File: src/rtl/sqr_pkg.sv
// Shared definitions for the sequential squarer: FSM state encodings,
// the state width and the default root width.
package sqr_pkg;

   localparam int STATE_W       = 3;
   localparam int SQR_W_DEFAULT = 4;

   typedef enum logic [STATE_W-1:0] {
      IDLE  = 3'd0,
      CHECK = 3'd1,
      ADD   = 3'd2,
      DONE  = 3'd3,
      WAIT  = 3'd4
   } state_t;

endpackage

File: src/rtl/odd_accumulator.sv
// Running sum of consecutive odd numbers 1+3+5+...
// acc holds the partial sum, odd the next odd number to add, cnt how many
// terms have been added so far (after k steps acc = k*k, odd = 2k+1).
module odd_accumulator
   import sqr_pkg::*;
#(
   parameter int W = SQR_W_DEFAULT
) (
   input  logic           clk,
   input  logic           reset,
   input  logic           clear,
   input  logic           step,
   output logic [2*W-1:0] acc,
   output logic [W:0]     odd,
   output logic [W-1:0]   cnt
);

   // Restart the series on reset/clear, otherwise add one odd term per step
   always_ff @(posedge clk) begin
      if (reset || clear) begin
         acc <= '0;
         odd <= {{W{1'b0}}, 1'b1};
         cnt <= '0;
      end else if (step) begin
         acc <= acc + {{(W-1){1'b0}}, odd};
         odd <= odd + {{(W-1){1'b0}}, 2'b10};
         cnt <= cnt + {{(W-1){1'b0}}, 1'b1};
      end else begin
         acc <= acc;
         odd <= odd;
         cnt <= cnt;
      end
   end

endmodule

File: src/rtl/square_accumulator.sv
// Sequential squarer: Sq = R*R built by summing the first R odd numbers.
// St/Done start-complete handshake; FSM state exported for debug.
// Optional feature: define SQR_NEXT_EN to add the NextSq = (R+1)^2 output,
// captured alongside Sq at no extra latency.
module square_accumulator
   import sqr_pkg::*;
#(
   parameter int W = SQR_W_DEFAULT
) (
   input  logic               clk,
   input  logic               reset,
   input  logic               St,
   input  logic [W-1:0]       R,
   output logic               Done,
   output logic               Busy,
   output logic [2*W-1:0]     Sq,
   output logic [STATE_W-1:0] state
`ifdef SQR_NEXT_EN
   ,
   output logic [2*W:0]       NextSq
`endif
);

   state_t         cur_state;
   logic [W-1:0]   root_copy;
   logic           clear;
   logic           step;
   logic [2*W-1:0] acc;
   logic [W-1:0]   cnt;
`ifdef SQR_NEXT_EN
   logic [W:0]     odd;
   logic [2*W:0]   next_sum;
`else
   // odd only feeds NextSq, which this build does not have
   logic [W:0]     odd_unused;
`endif

   odd_accumulator #(.W(W)) u_odd_accumulator (
      .clk   (clk),
      .reset (reset),
      .clear (clear),
      .step  (step),
      .acc   (acc),
`ifdef SQR_NEXT_EN
      .odd   (odd),
`else
      .odd   (odd_unused),
`endif
      .cnt   (cnt)
   );

`ifdef SQR_NEXT_EN
   // acc+odd is the square of the next root; one extra bit so (2^W)^2 fits
   assign next_sum = {1'b0, acc} + {{W{1'b0}}, odd};
`endif

   // Accumulator control: restart on an accepted start, step once per ADD
   always_comb begin
      clear = 1'b0;
      step  = 1'b0;
      clear = (cur_state == IDLE) && St;
      step  = (cur_state == ADD);
   end

   assign state = cur_state;

   // Control FSM with registered Done/Busy/Sq (and NextSq) outputs
   always_ff @(posedge clk) begin
      if (reset) begin
         cur_state <= IDLE;
         root_copy <= '0;
         Done      <= 1'b0;
         Busy      <= 1'b0;
         Sq        <= '0;
`ifdef SQR_NEXT_EN
         NextSq    <= '0;
`endif
      end else begin
         case (cur_state)
            IDLE: begin
               Done <= 1'b0;
               if (St) begin
                  root_copy <= R;
                  cur_state <= CHECK;
                  Busy      <= 1'b1;
               end else begin
                  Busy      <= 1'b0;
               end
            end
            CHECK: begin
               if (cnt < root_copy) begin
                  cur_state <= ADD;
                  Busy      <= 1'b1;
               end else begin
                  cur_state <= DONE;
                  Busy      <= 1'b0;
                  Done      <= 1'b1;
                  Sq        <= acc;
`ifdef SQR_NEXT_EN
                  NextSq    <= next_sum;
`endif
               end
            end
            ADD: begin
               cur_state <= CHECK;
               Busy      <= 1'b1;
            end
            DONE: begin
               Done <= 1'b0;
               Busy <= 1'b0;
               // A start still held from the previous request must be released first
               if (St) begin
                  cur_state <= WAIT;
               end else begin
                  cur_state <= IDLE;
               end
            end
            WAIT: begin
               Done <= 1'b0;
               Busy <= 1'b0;
               if (St) begin
                  cur_state <= WAIT;
               end else begin
                  cur_state <= IDLE;
               end
            end
            default: begin
               cur_state <= IDLE;
               Done      <= 1'b0;
               Busy      <= 1'b0;
            end
         endcase
      end
   end

endmodule

File: config.mk
export PLATFORM = sky130hd
export DESIGN_NAME = square_accumulator
export DESIGN_NICKNAME = d
export VERILOG_FILES = /design/src/rtl/sqr_pkg.sv /design/src/rtl/odd_accumulator.sv /design/src/rtl/square_accumulator.sv
export SDC_FILE = /design/constraint.sdc
export NUM_CORES = 1
export LEC_CHECK = 0
export BUFFER_PORTS_ARGS = -buffer_cell sky130_fd_sc_hd__clkbuf_2
export CORE_UTILIZATION = 40
export DETAILED_ROUTE_END_ITERATION = 10
export SKIP_LAST_GASP = 1
export SYNTH_ARGS = -nofsm -noshare
export SYNTH_HDL_FRONTEND = slang
export SYNTH_HIERARCHICAL = 1
export SYNTH_SLANG_ARGS = --single-unit
File: constraint.sdc
create_clock -name clk -period 2.5 [get_ports clk]
set_input_delay 0.5 -clock clk [delete_from_list [all_inputs] [get_ports clk]]
set_output_delay 0.5 -clock clk [all_outputs]
set_load 0.01 [all_outputs]
==> flow_metrics.env <==
export IMPL_end_kind="flop"
export IMPL_fin_worst_skew_ns=0.00651
export IMPL_post_route_period_util_pct=77.2
export IMPL_avgSynthCellArea_sq_um=8.90
export IMPL_post_dp_cell_area_sq_um=1700
export IMPL_peakVddDrop_uv=297
export IMPL_grt_pass1_wl_microns=5490
export IMPL_required_ns=2.71
export IMPL_post_cts_buffers=0
export IMPL_post_cts_resized=0
export IMPL_clkLatencyLatePin_ns=0.28
export IMPL_yosys_warnings=6
export IMPL_path_cells="nor2b_1 > and2b_2 > nand2_1 > a2111o_1 > o21ai_1"
export IMPL_maxCapViolations=0
export IMPL_n_fill_cell=385
export IMPL_leakage_nw=0.718
export IMPL_gp_congestion=0.866
export IMPL_crit_type="flop to flop"
export IMPL_core_area_sq_um=3720
export IMPL_crit_slowest_cell="dfxtp_1"
export IMPL_numPortBuffers=19
export IMPL_grt_overflow_total=0
export IMPL_cts_clk_slew_worst_paths_ns=0.07
export IMPL_max_stage_delay_ns=0.51
export IMPL_report_final_hold_viol_count=0
export IMPL_die_height_microns=64.8
export IMPL_instances_no_fill=246
export IMPL_ioPinCount=20
export IMPL_maxSlewHeadroom_pct=58.0
export IMPL_syn_nets=194
export IMPL_cts_hold_fix_buffers=0
export IMPL_avgRoutedWirePerCell_microns=13.3
export IMPL_powerDensity_nw_per_um2=681
export IMPL_crit_family="simple AND/OR/NAND/NOR gates"
export IMPL_track_usage_pct=17.4
export IMPL_start_util_pct=42.4
export IMPL_cts_made_buffers=5
export IMPL_routed_wl_microns=3270
export IMPL_drive_gt1_share_pct=16.7
export IMPL_seq_area_sq_um=661
export IMPL_dp_hpwl_microns=2400
export IMPL_fin_crit_ns=1.93
export IMPL_multi_input_area_sq_um=846
export IMPL_antenna_cells=0
export IMPL_cp_start_kind="flop"
export IMPL_drv_slew=0
export IMPL_finalInstanceArea_sq_um=1820
export IMPL_fp_row_count=22
export IMPL_drtIter0Drc=57
export IMPL_area_growth_syn_to_layout_pct=15.5
export IMPL_antenna_found_initial=0
export IMPL_syn_area_sq_um=1580
export IMPL_die_w_microns=64.8
export IMPL_crit_path_max_fanout=22
export IMPL_hold_path_class="input pin to flop"
export IMPL_netlist_instances=177
export IMPL_arrival_ns=2.14
export IMPL_drc=0
export IMPL_rsz0062_at_grt="false"
export IMPL_worst_pin_slew_ns=0.626
export IMPL_grt_pass1_vias=1226
export IMPL_die_area_sq_um=4190
export IMPL_root_buffer="clkbuf_8"
export IMPL_grt_max_degree=23
export IMPL_cts_sinks=33
export IMPL_path_buf_inv=0
export IMPL_cts_tree="built"
export IMPL_ant_nets=0
export IMPL_dp_cells=238
export IMPL_clockBufferDepth=2
export IMPL_status="complete, no violations"
export IMPL_htreeDepth=2
export IMPL_firstDrtPassIters=4
export IMPL_max_freq_mhz=518
export IMPL_via_per_inst=5.39
export IMPL_finalNetCount=214
export IMPL_num_vias=1327
export IMPL_finalSetupViolations=0
export IMPL_fin_setup_tns_ns=0
[metrics by stage]
stage	setup WS, ns	utilization (%)	hold slack, ns	power [mW]
after floorplan	0.804	-	0.449	0.700
after global placement	0.642	45.8	0.465	0.736
after detailed placement	0.613	45.8	0.471	0.742
after CTS	0.597	49.0	0.439	1.26
after global routing	0.405	49.0	0.460	1.31
final	0.570	49.0	0.449	1.24
[cell type report]
class	count	area share, %
Inverter	7	1.44
Clock buffer	7	4.75
Multi-Input combinational cell	129	46.5
Sequential cell	33	36.3
Tap cell	48	3.30
Clock inverter	1	1.65
Timing Repair Buffer	21	6.05
[registers in the layout, indices dropped and copies added, names as in the netlist]
| signal | cells |
|---|---|
| Done | 1 |
| Busy | 1 |
| root_copy | 4 |
| Sq | 8 |
| state | 3 |
| u_odd_accumulator/odd | 4 |
| u_odd_accumulator/cnt | 4 |
| u_odd_accumulator/acc | 8 |
[tightest hold or removal path, cell delays in order]
cell,delay (ns)
clkbuf_2,0.08
a21oi_1,0.05
nor2_1,0.07
[layer usage]
metal,global-route usage [%],up-vias,routed length (microns)
met4,7.50,0,40
met5,0,-,0
li1,-,663,-
met2,29.0,32,1630
met1,20.5,628,1420
met3,5.28,4,179
[layout by cell type, fill, tap and decap left out, types with 2 or more instances in the layout]
cell      instances
a21oi_1          20
nand3_1          10
a2111o_1          2
buf_4             2
dfxtp_1          33
clkbuf_2         19
nor3b_1           3
inv_1             7
xnor2_1           4
o21ai_1           2
nand4_1           4
nor2b_1           2
nand2_1           8
xor2_1            4
nor2_1           22
clkbuf_8          6
a21o_1            2
o211ai_1          2
o21a_1            3
o21ai_0          11
ha_1              9
mux2i_1           5
[final timing paths]
path                         startpoint                                     to  slack, ns  cells after the start
setup / recovery  state[1]$_SDFFE_PP0P_  u_odd_accumulator/acc[6]$_SDFFE_PP0P_       0.57                      5
hold / removal                     R[2]              root_copy[2]$_SDFFE_PP0P_       0.45                      3
hold reg to reg      Sq[5]$_SDFFE_PP0P_                     Sq[5]$_SDFFE_PP0P_       0.48                      2
setup reg to reg  state[1]$_SDFFE_PP0P_  u_odd_accumulator/acc[6]$_SDFFE_PP0P_       0.57                      5
[power breakdown]
group / internal (mW) / leakage, nW / switching [mW]
logic: 0.0606 / 0.392 / 0.104
registers: 0.546 / 0.267 / 0.0218
clock network: 0.325 / 0.0585 / 0.183
Note: power is estimated with default switching activity, not from simulation.
